`src/rtl/pipe_stage_skid_if.sv`:
```
// Valid/ready stream bundle for one side of a pipeline stage.
// The master drives Valid/Data and the slave drives Ready.
interface pipe_stage_skid_if #(
    parameter int DATA_W = 64
);
    logic              Valid;
    logic [DATA_W-1:0] Data;
    logic              Ready;

    modport master (
        output Valid,
        output Data,
        input  Ready
    );

    modport slave (
        input  Valid,
        input  Data,
        output Ready
    );
endinterface

```
`src/rtl/pipe_stage_skid.sv`:
```
// Two-entry skid pipeline stage with flush, bubble output and
// a saturating stall counter.
module pipe_stage_skid #(
    parameter int                DATA_W  = 64,
    parameter logic [DATA_W-1:0] NOP_VAL = '0,
    parameter int                CNT_W   = 16
) (
    input  logic             Clk,
    input  logic             Rst_n,
    input  logic             Flush,
    pipe_stage_skid_if.slave  In,
    pipe_stage_skid_if.master Out,
    output logic [1:0]       Occupancy,
    output logic [CNT_W-1:0] Stall_Cnt
);

    typedef enum logic [1:0] {
        EMPTY = 2'd0,
        HALF  = 2'd1,
        FULL  = 2'd2
    } state_e;

    state_e            state_q, state_d;
    logic [DATA_W-1:0] main_q, main_d;
    logic [DATA_W-1:0] skid_q, skid_d;
    logic [CNT_W-1:0]  cnt_q, cnt_d;

    logic in_rdy;
    logic out_vld;
    logic in_hs;
    logic out_hs;

    // Ready comes from state alone so Out.Ready never reaches In.Ready.
    assign in_rdy  = Rst_n & (state_q != FULL);
    assign out_vld = (state_q == HALF) | (state_q == FULL);
    assign in_hs   = In.Valid & in_rdy;
    assign out_hs  = out_vld & Out.Ready;

    assign In.Ready  = in_rdy;
    assign Out.Valid = out_vld;
    assign Out.Data  = out_vld ? main_q : NOP_VAL;
    assign Occupancy = state_q;
    assign Stall_Cnt = cnt_q;

    always_ff @(posedge Clk or negedge Rst_n) begin
        if (!Rst_n) begin
            state_q <= EMPTY;
            main_q  <= NOP_VAL;
            skid_q  <= NOP_VAL;
            cnt_q   <= '0;
        end else begin
            state_q <= state_d;
            main_q  <= main_d;
            skid_q  <= skid_d;
            cnt_q   <= cnt_d;
        end
    end

    always_comb begin
        state_d = state_q;
        main_d  = main_q;
        skid_d  = skid_q;
        if (Flush) begin
            state_d = EMPTY;
            main_d  = NOP_VAL;
            skid_d  = NOP_VAL;
        end else begin
            unique case (state_q)
                EMPTY: begin
                    if (in_hs) begin
                        state_d = HALF;
                        main_d  = In.Data;
                    end
                end
                HALF: begin
                    unique case (1'b1)
                        in_hs & out_hs: begin
                            main_d = In.Data;
                        end
                        in_hs & ~out_hs: begin
                            state_d = FULL;
                            skid_d  = In.Data;
                        end
                        ~in_hs & out_hs: begin
                            state_d = EMPTY;
                            main_d  = NOP_VAL;
                        end
                        default: ;
                    endcase
                end
                FULL: begin
                    if (out_hs) begin
                        state_d = HALF;
                        main_d  = skid_q;
                        skid_d  = NOP_VAL;
                    end
                end
                default: begin
                    state_d = EMPTY;
                    main_d  = NOP_VAL;
                    skid_d  = NOP_VAL;
                end
            endcase
        end
    end

    // Counter survives Flush and sticks at all-ones.
    always_comb begin
        cnt_d = cnt_q;
        if (out_vld && !Out.Ready && !(&cnt_q)) begin
            cnt_d = cnt_q + 1'b1;
        end
    end

endmodule

```
`src/flat_wrapper.sv`:
```
// flat-port wrapper written by rule: the top's interface ports become plain ports
module pipe_stage_skid_flat 
#(
    parameter int                DATA_W  = 64,
    parameter logic [DATA_W-1:0] NOP_VAL = '0,
    parameter int                CNT_W   = 16
)
  (Clk, Rst_n, Flush, Occupancy, Stall_Cnt, In_Valid, In_Data, In_Ready, Out_Valid, Out_Data, Out_Ready);
  pipe_stage_skid_if #(.DATA_W(DATA_W)) In_i ();
  pipe_stage_skid_if #(.DATA_W(DATA_W)) Out_i ();
  input  logic Clk;
  input  logic Rst_n;
  input  logic Flush;
  output logic [1:0] Occupancy;
  output logic [CNT_W-1:0] Stall_Cnt;
  input wire logic [$bits(In_i.Valid)-1:0] In_Valid;
  input wire logic [$bits(In_i.Data)-1:0] In_Data;
  output wire logic [$bits(In_i.Ready)-1:0] In_Ready;
  output wire logic [$bits(Out_i.Valid)-1:0] Out_Valid;
  output wire logic [$bits(Out_i.Data)-1:0] Out_Data;
  input wire logic [$bits(Out_i.Ready)-1:0] Out_Ready;
  assign In_i.Valid = In_Valid;
  assign In_i.Data = In_Data;
  assign In_Ready = In_i.Ready;
  assign Out_Valid = Out_i.Valid;
  assign Out_Data = Out_i.Data;
  assign Out_i.Ready = Out_Ready;
  pipe_stage_skid #(.DATA_W(DATA_W), .NOP_VAL(NOP_VAL), .CNT_W(CNT_W)) u_core (.Clk(Clk), .Rst_n(Rst_n), .Flush(Flush), .In(In_i), .Out(Out_i), .Occupancy(Occupancy), .Stall_Cnt(Stall_Cnt));
endmodule
```
`config.mk`:
```
export PLATFORM = sky130hd
export DESIGN_NAME = pipe_stage_skid_flat
export DESIGN_NICKNAME = d
export VERILOG_FILES = /design/src/rtl/pipe_stage_skid_if.sv /design/src/rtl/pipe_stage_skid.sv /design/src/flat_wrapper.sv
export SDC_FILE = /design/constraint.sdc
export NUM_CORES = 1
export LEC_CHECK = 0
export ABC_CLOCK_PERIOD_IN_PS = 4700
export CAP_MARGIN = 5
export CORE_MARGIN = 2
export CORE_UTILIZATION = 56
export DETAILED_ROUTE_END_ITERATION = 10
export GPL_TIMING_DRIVEN = 0
export PLACE_DENSITY = 0.89
export SYNTH_ARGS = -nofsm -noshare
export SYNTH_HDL_FRONTEND = slang
export SYNTH_SLANG_ARGS = --single-unit
```
`constraint.sdc`:
```
create_clock -name Clk -period 4.7 [get_ports Clk]
set_clock_uncertainty 0.15 [all_clocks]
set_input_delay 1.175 -clock Clk [delete_from_list [all_inputs] [get_ports Clk]]
set_output_delay 1.175 -clock Clk [all_outputs]
set_load 0.01 [all_outputs]
```
Word-level counts from Yosys, hierarchy flattened
Cells that the tools add are included.

storage, ports and cells
  ROM bits = 0
  bits in latches = 0
  bits in registers = 146
  bits of input ports = 69
  memories = 0
  logic and storage cells = 47
  memory bits (writable) = 0

operators by class
  div/mod/pow operators = 0
  add/sub/neg operators = 1
  order comparisons = 0
  muxes and demuxes = 15
  shift operators = 0
  eq/ne operators = 9
  bitwise operators = 9
  multiply operators = 0
  reduce and logical (&&, ||, !) cells = 9

operators with widths
  operator                                                               count
  64-bit two-way mux                                                     7
  64-bit case mux with 3 select lines                                    2
  64-bit case mux with 2 select lines                                    1
  16-bit by 1-bit adder with 16-bit output, second input constant        1
  16-bit AND reduction                                                   1
  3-bit AND reduction                                                    3
  4-bit != test, second input constant                                   2
  1-bit AND                                                              6
  2-bit two-way mux                                                      3
  3-bit by 2-bit != test with 1-bit output, second input constant        2
  2-bit case mux with 3 select lines                                     1
  2-bit != test, second input constant                                   2
  2-bit case mux with 2 select lines                                     1
  3-bit != test, second input constant                                   1
  2-bit by 1-bit equality test with 1-bit output, second input constant  1
  2-bit equality test, second input constant                             1
  1-bit logical AND                                                      2
  1-bit zero test                                                        2
  2-bit zero test                                                        1
  1-bit NOT                                                              2
  1-bit bitwise OR                                                       1

Logic depth before layout (Yosys ltp)
Gate-level depths: netlist of the first run.

  depth after elaboration = 8
  depth in mapped cells = 8

Worst setup path after synthesis of the first run
No wires, ideal clock.

  path kind = register to output
  start = reg u_core.state_q[1], in the netlist u_core.Occupancy[1]
  end = out Out_Data[10]
  required time = 3.375 ns
  setup slack = 1.787 ns
  stages on the path, launching flop included = 6
  arrival = 1.588 ns
  cells stage by stage = dfrtp_1 > inv_1 > ha_1 > clkbuf_1 > clkbuf_1 > and2_1

between the ends
  word-level cells in the longest chain between the ends = 3
  elaborated cells on any way between the ends = 4

ends and longest elaborated chain
  what                                                                                          RTL line               text
  from (decl)                                                                                   pipe_stage_skid.sv:23  state_e state_q, state_d;
  from (signal assigned)                                                                        pipe_stage_skid.sv:52  state_q <= state_d;
  2-bit by 1-bit equality test with 1-bit output / 2-bit equality test (equally long branches)  pipe_stage_skid.sv:35  assign out_vld = (state_q == HALF) | (state_q == FULL);
  1-bit bitwise OR *                                                                            pipe_stage_skid.sv:35
  via Out_Valid                                                                                 flat_wrapper.sv:19     output wire logic [$bits(Out_i.Valid)-1:0] Out_Valid;
  64-bit two-way mux *                                                                          pipe_stage_skid.sv:41  assign Out.Data = out_vld ? main_q : NOP_VAL;
  to (decl)                                                                                     flat_wrapper.sv:20     output wire logic [$bits(Out_i.Data)-1:0] Out_Data;

The timed path passes the listed nets; every way through them passes the cells marked *.

Final worst setup path of the first run
  start = reg u_core.state_q[1], in the netlist u_core.Occupancy[1]
  end = out Out_Data[39]

between the ends
  word-level cells in the longest chain between the ends = 3
  elaborated cells on any way between the ends = 4

ends and longest elaborated chain
  what                                                                                          RTL line
  2-bit by 1-bit equality test with 1-bit output / 2-bit equality test (equally long branches)  pipe_stage_skid.sv:35
  1-bit bitwise OR *                                                                            pipe_stage_skid.sv:35
  64-bit two-way mux *                                                                          pipe_stage_skid.sv:41

Every way passes the cells marked *; elsewhere a longest branch is shown, timed or not.

==> results.py, run 1 <==
metrics = {
    "synthesis": {
        "synth_common_cells": "dfrtp_1, nand2_1, inv_1",
        "ys_types": 44,
        "synth_ff_type": "dfrtp_1",
        "async_flop_share_pct": 100,
        "yosys_warnings": 0,
        "synth_area_leaders": "dfrtp_1, mux2i_1, a22o_1",
        "synth_area_mm2": 0.00769,
        "ys_ff_latch": 146,
        "syn_inst": 737,
        "seq_area_frac_synth_pct": 47.5,
        "synth_edf_count": 0,
        "synth.most_common_cell": "dfrtp_1",
        "synth_top_area_share_pct": 47.5,
        "syn_area_per_cell_um2": 10.4,
        "yosysTopAreaCell": "dfrtp_1",
        "synth.net_count": 811,
    },
    "routing": {
        "vias": 6488,
        "dr.pass1.iters": 5,
        "wire_per_inst_um": 18.8,
        "drt-initial-drc-count": 643,
        "viasPerCell": 5.91,
        "drt-total-wl_um": 20600,
        "drc": 0,
        "drtAntennaViolNets": 0,
    },
    "worst_setup_path": {
        "crit-reg2reg-launch": "u_core.Occupancy[0]",
        "worst_ep_required_time_ns": 3.38,
        "end_kind": "output port",
        "cp-start-kind": "flop",
        "arrival_ns": 3.11,
        "path_max_fanout": 10,
        "critical_path_class": "reg -> out",
        "crit_start": "u_core.Occupancy[1]",
        "r2r_slack_ns": 2.21,
    },
    "pwr": {
        "vdd_drop_max_v": 0.000386,
        "clockPowerShare_pct": 26.9,
        "switching_power_w": 0.00205,
        "power_frac_seq_pct": 32.5,
        "internal_power_w": 0.00377,
        "pwr-share-comb_pct": 40.6,
        "p_leak_nw": 4.39,
        "p_total_w": 0.00582,
        "p_sw_share_pct": 35.3,
        "powerDensity_mw_per_mm2": 573,
    },
    "die": {
        "fp.dieW_um": 121,
        "core_area_mm2": 0.0133,
        "initial_core_util_pct": 57.6,
        "dieArea_mm2": 0.0147,
        "die_y_um": 121,
        "ios": 153,
        "row_count": 42,
    },
    "global_route": {
        "grt_pass1_vias": 6443,
        "gr-usage-all-layers_pct": 29.4,
        "grt_start_max_net_pins": 76,
        "grt_antenna_before_repair": 0,
        "grt_pass1_wl_um": 33600,
        "globalRouteOverflowTotal": 0,
    },
    "clock_network": {
        "cts_setup_buffers": 0,
        "cts.hold.buffers_added": 0,
        "tritoncts": "built",
        "clock_latency_ns": 0.43,
        "clk_path_buf_depth": 2,
        "clock-sinks": 146,
        "cts_resized": 0,
        "root_buffer": "clkbuf_16",
        "cts_made_buffers": 17,
        "htree_num_levels": 4,
        "clk_pin_slew_ns": 0.05,
    },
    "place": {
        "place_area_mm2": 0.00947,
        "port_buffers": 152,
        "detailed_place_hpwl_um": 13200,
        "place_ws_ns": 0.755,
        "place_inst": 1066,
        "globalplace.congestion": 0.810,
    },
    "layout": {
        "stdcell_area_mm2": 0.0101,
        "final_layout_size_suffix_gt1_share_pct": 8.03,
        "diodes": 0,
        "n_fill_cell": 947,
        "final_cell_count_no_fill": 1098,
        "area_growth_pct": 31.8,
        "nNetsFinal": 983,
    },
    "timing": {
        "rsz0062_at_grt": "no",
        "worst_pin_slew_ns": 0.715,
        "hold_violations": 0,
        "fin_crit_sh_pct": 94.4,
        "max_freq_mhz": 225,
        "slew_violations": 0,
        "setup_ws_ns": 0.261,
        "fin_crit_ns": 4.44,
        "setup_violations": 0,
        "tns_ns": 0,
        "timing.slew.headroom_pct": 52.4,
    },
    "job": {
        "maxCapViolations": 0,
    },
    "hold_path": {
        "holdCritStartpoint": "u_core.main_q[36]",
        "hold_path.class": "reg -> reg",
    },
    "run_status": {
        "status": "complete, no violations",
    },
}
power groups by stage:
stage          combinational, W  sequential (W)  clock [W]
2_1_floorplan           0.00151         0.00183          0
3_3_place_gp            0.00227         0.00187          0
3_5_place_dp            0.00232         0.00189          0
4_1_cts                 0.00236         0.00188    0.00157
5_1_grt                 0.00257         0.00193    0.00163
6_report                0.00236         0.00189    0.00156
final timing paths:
kind,depth (start not counted),endpoint
max in group asynchronous,2,u_core.skid_q[48]
worst min-delay path,1,u_core.main_q[36]
worst max register to register,7,u_core.main_q[20]
worst max-delay path,6,Out_Data[39]
worst min register to register,1,u_core.main_q[36]
min in group asynchronous,1,u_core.main_q[18]
cell type report:
cell class              instances  area [um2]  share of cell area [%]
multi-input cells             463        3430                    33.8
flip-flops and latches        146        3650                    36.0
clock inverters                10         203                    2.00
inverters                      67         251                    2.48
clock buffers                  22         474                    4.68
plain buffers                  61         364                    3.59
well taps                     176         220                    2.17
repair buffers                153        1550                    15.3
per-layer routing:
metal	wire, um	part of all wire, %	global-route usage (%)
met5	0	0	0
met4	420	2.0	10.4
met3	1310	6.3	6.34
met2	9770	47	45.1
met1	9140	44	41.4
layout by cell type (no fill, tap or decap), drive strengths merged, types with 3 or more instances in the layout:
cell / n
a22o: 64
a31oi: 64
and2: 66
and4: 5
buf: 32
bufinv: 6
clkbuf: 53
clkdlybuf4s50: 151
clkinv: 3
dfrtp: 146
ha: 5
inv: 67
mux2i: 65
nand2: 71
nand3: 6
nand4: 3
nor2: 3
o211ai: 4
o21ai: 10
o2bb2ai: 64
xnor2: 15
sequential cells by signal, summed over array words and instances (netlist names):
| register | flops |
|---|---|
| u_core.Stall_Cnt | 16 |
| u_core.main_q | 64 |
| u_core.Occupancy | 2 |
| u_core.skid_q | 64 |
critical path: stages (launching register included):
cell	delay, ns
dfrtp_1	0.43
inv_1	0.12
ha_1	0.46
clkbuf_1	0.56
clkbuf_1	0.38
and2_1	0.19
clkdlybuf4s50_1	0.54
through the flow:
stage	utilization, %	hold WS, ns
floorplan	-	0.299
global placement	70.7	0.313
detailed placement	70.9	0.316
CTS	76.0	0.334
global route	76.0	0.340
finish	76.0	0.331
logic make-up (layout without fill, tap and decap cells):
kind of cell	Yosys count	after routing	share of synthesized area [%]
AOI/OAI and AO/OA	213	213	21.8
adders and majority gates	5	5	0.813
DFF	146	146	47.5
and+or+nand+nor	164	164	11.6
xor gates and xnor gates	15	15	1.71
muxes	66	66	8.60
buffers and inverters	128	313	8.00
Note: power is estimated with default switching activity, not from simulation.
==> run 2, diff against run 1 <==
Settings changed: CTS_CLUSTER_DIAMETER set to 100, HOLD_SLACK_MARGIN set to 0.06.
==> results of run 2 <==
No change in the layout: final DEF, timing and power equal those of run 1.
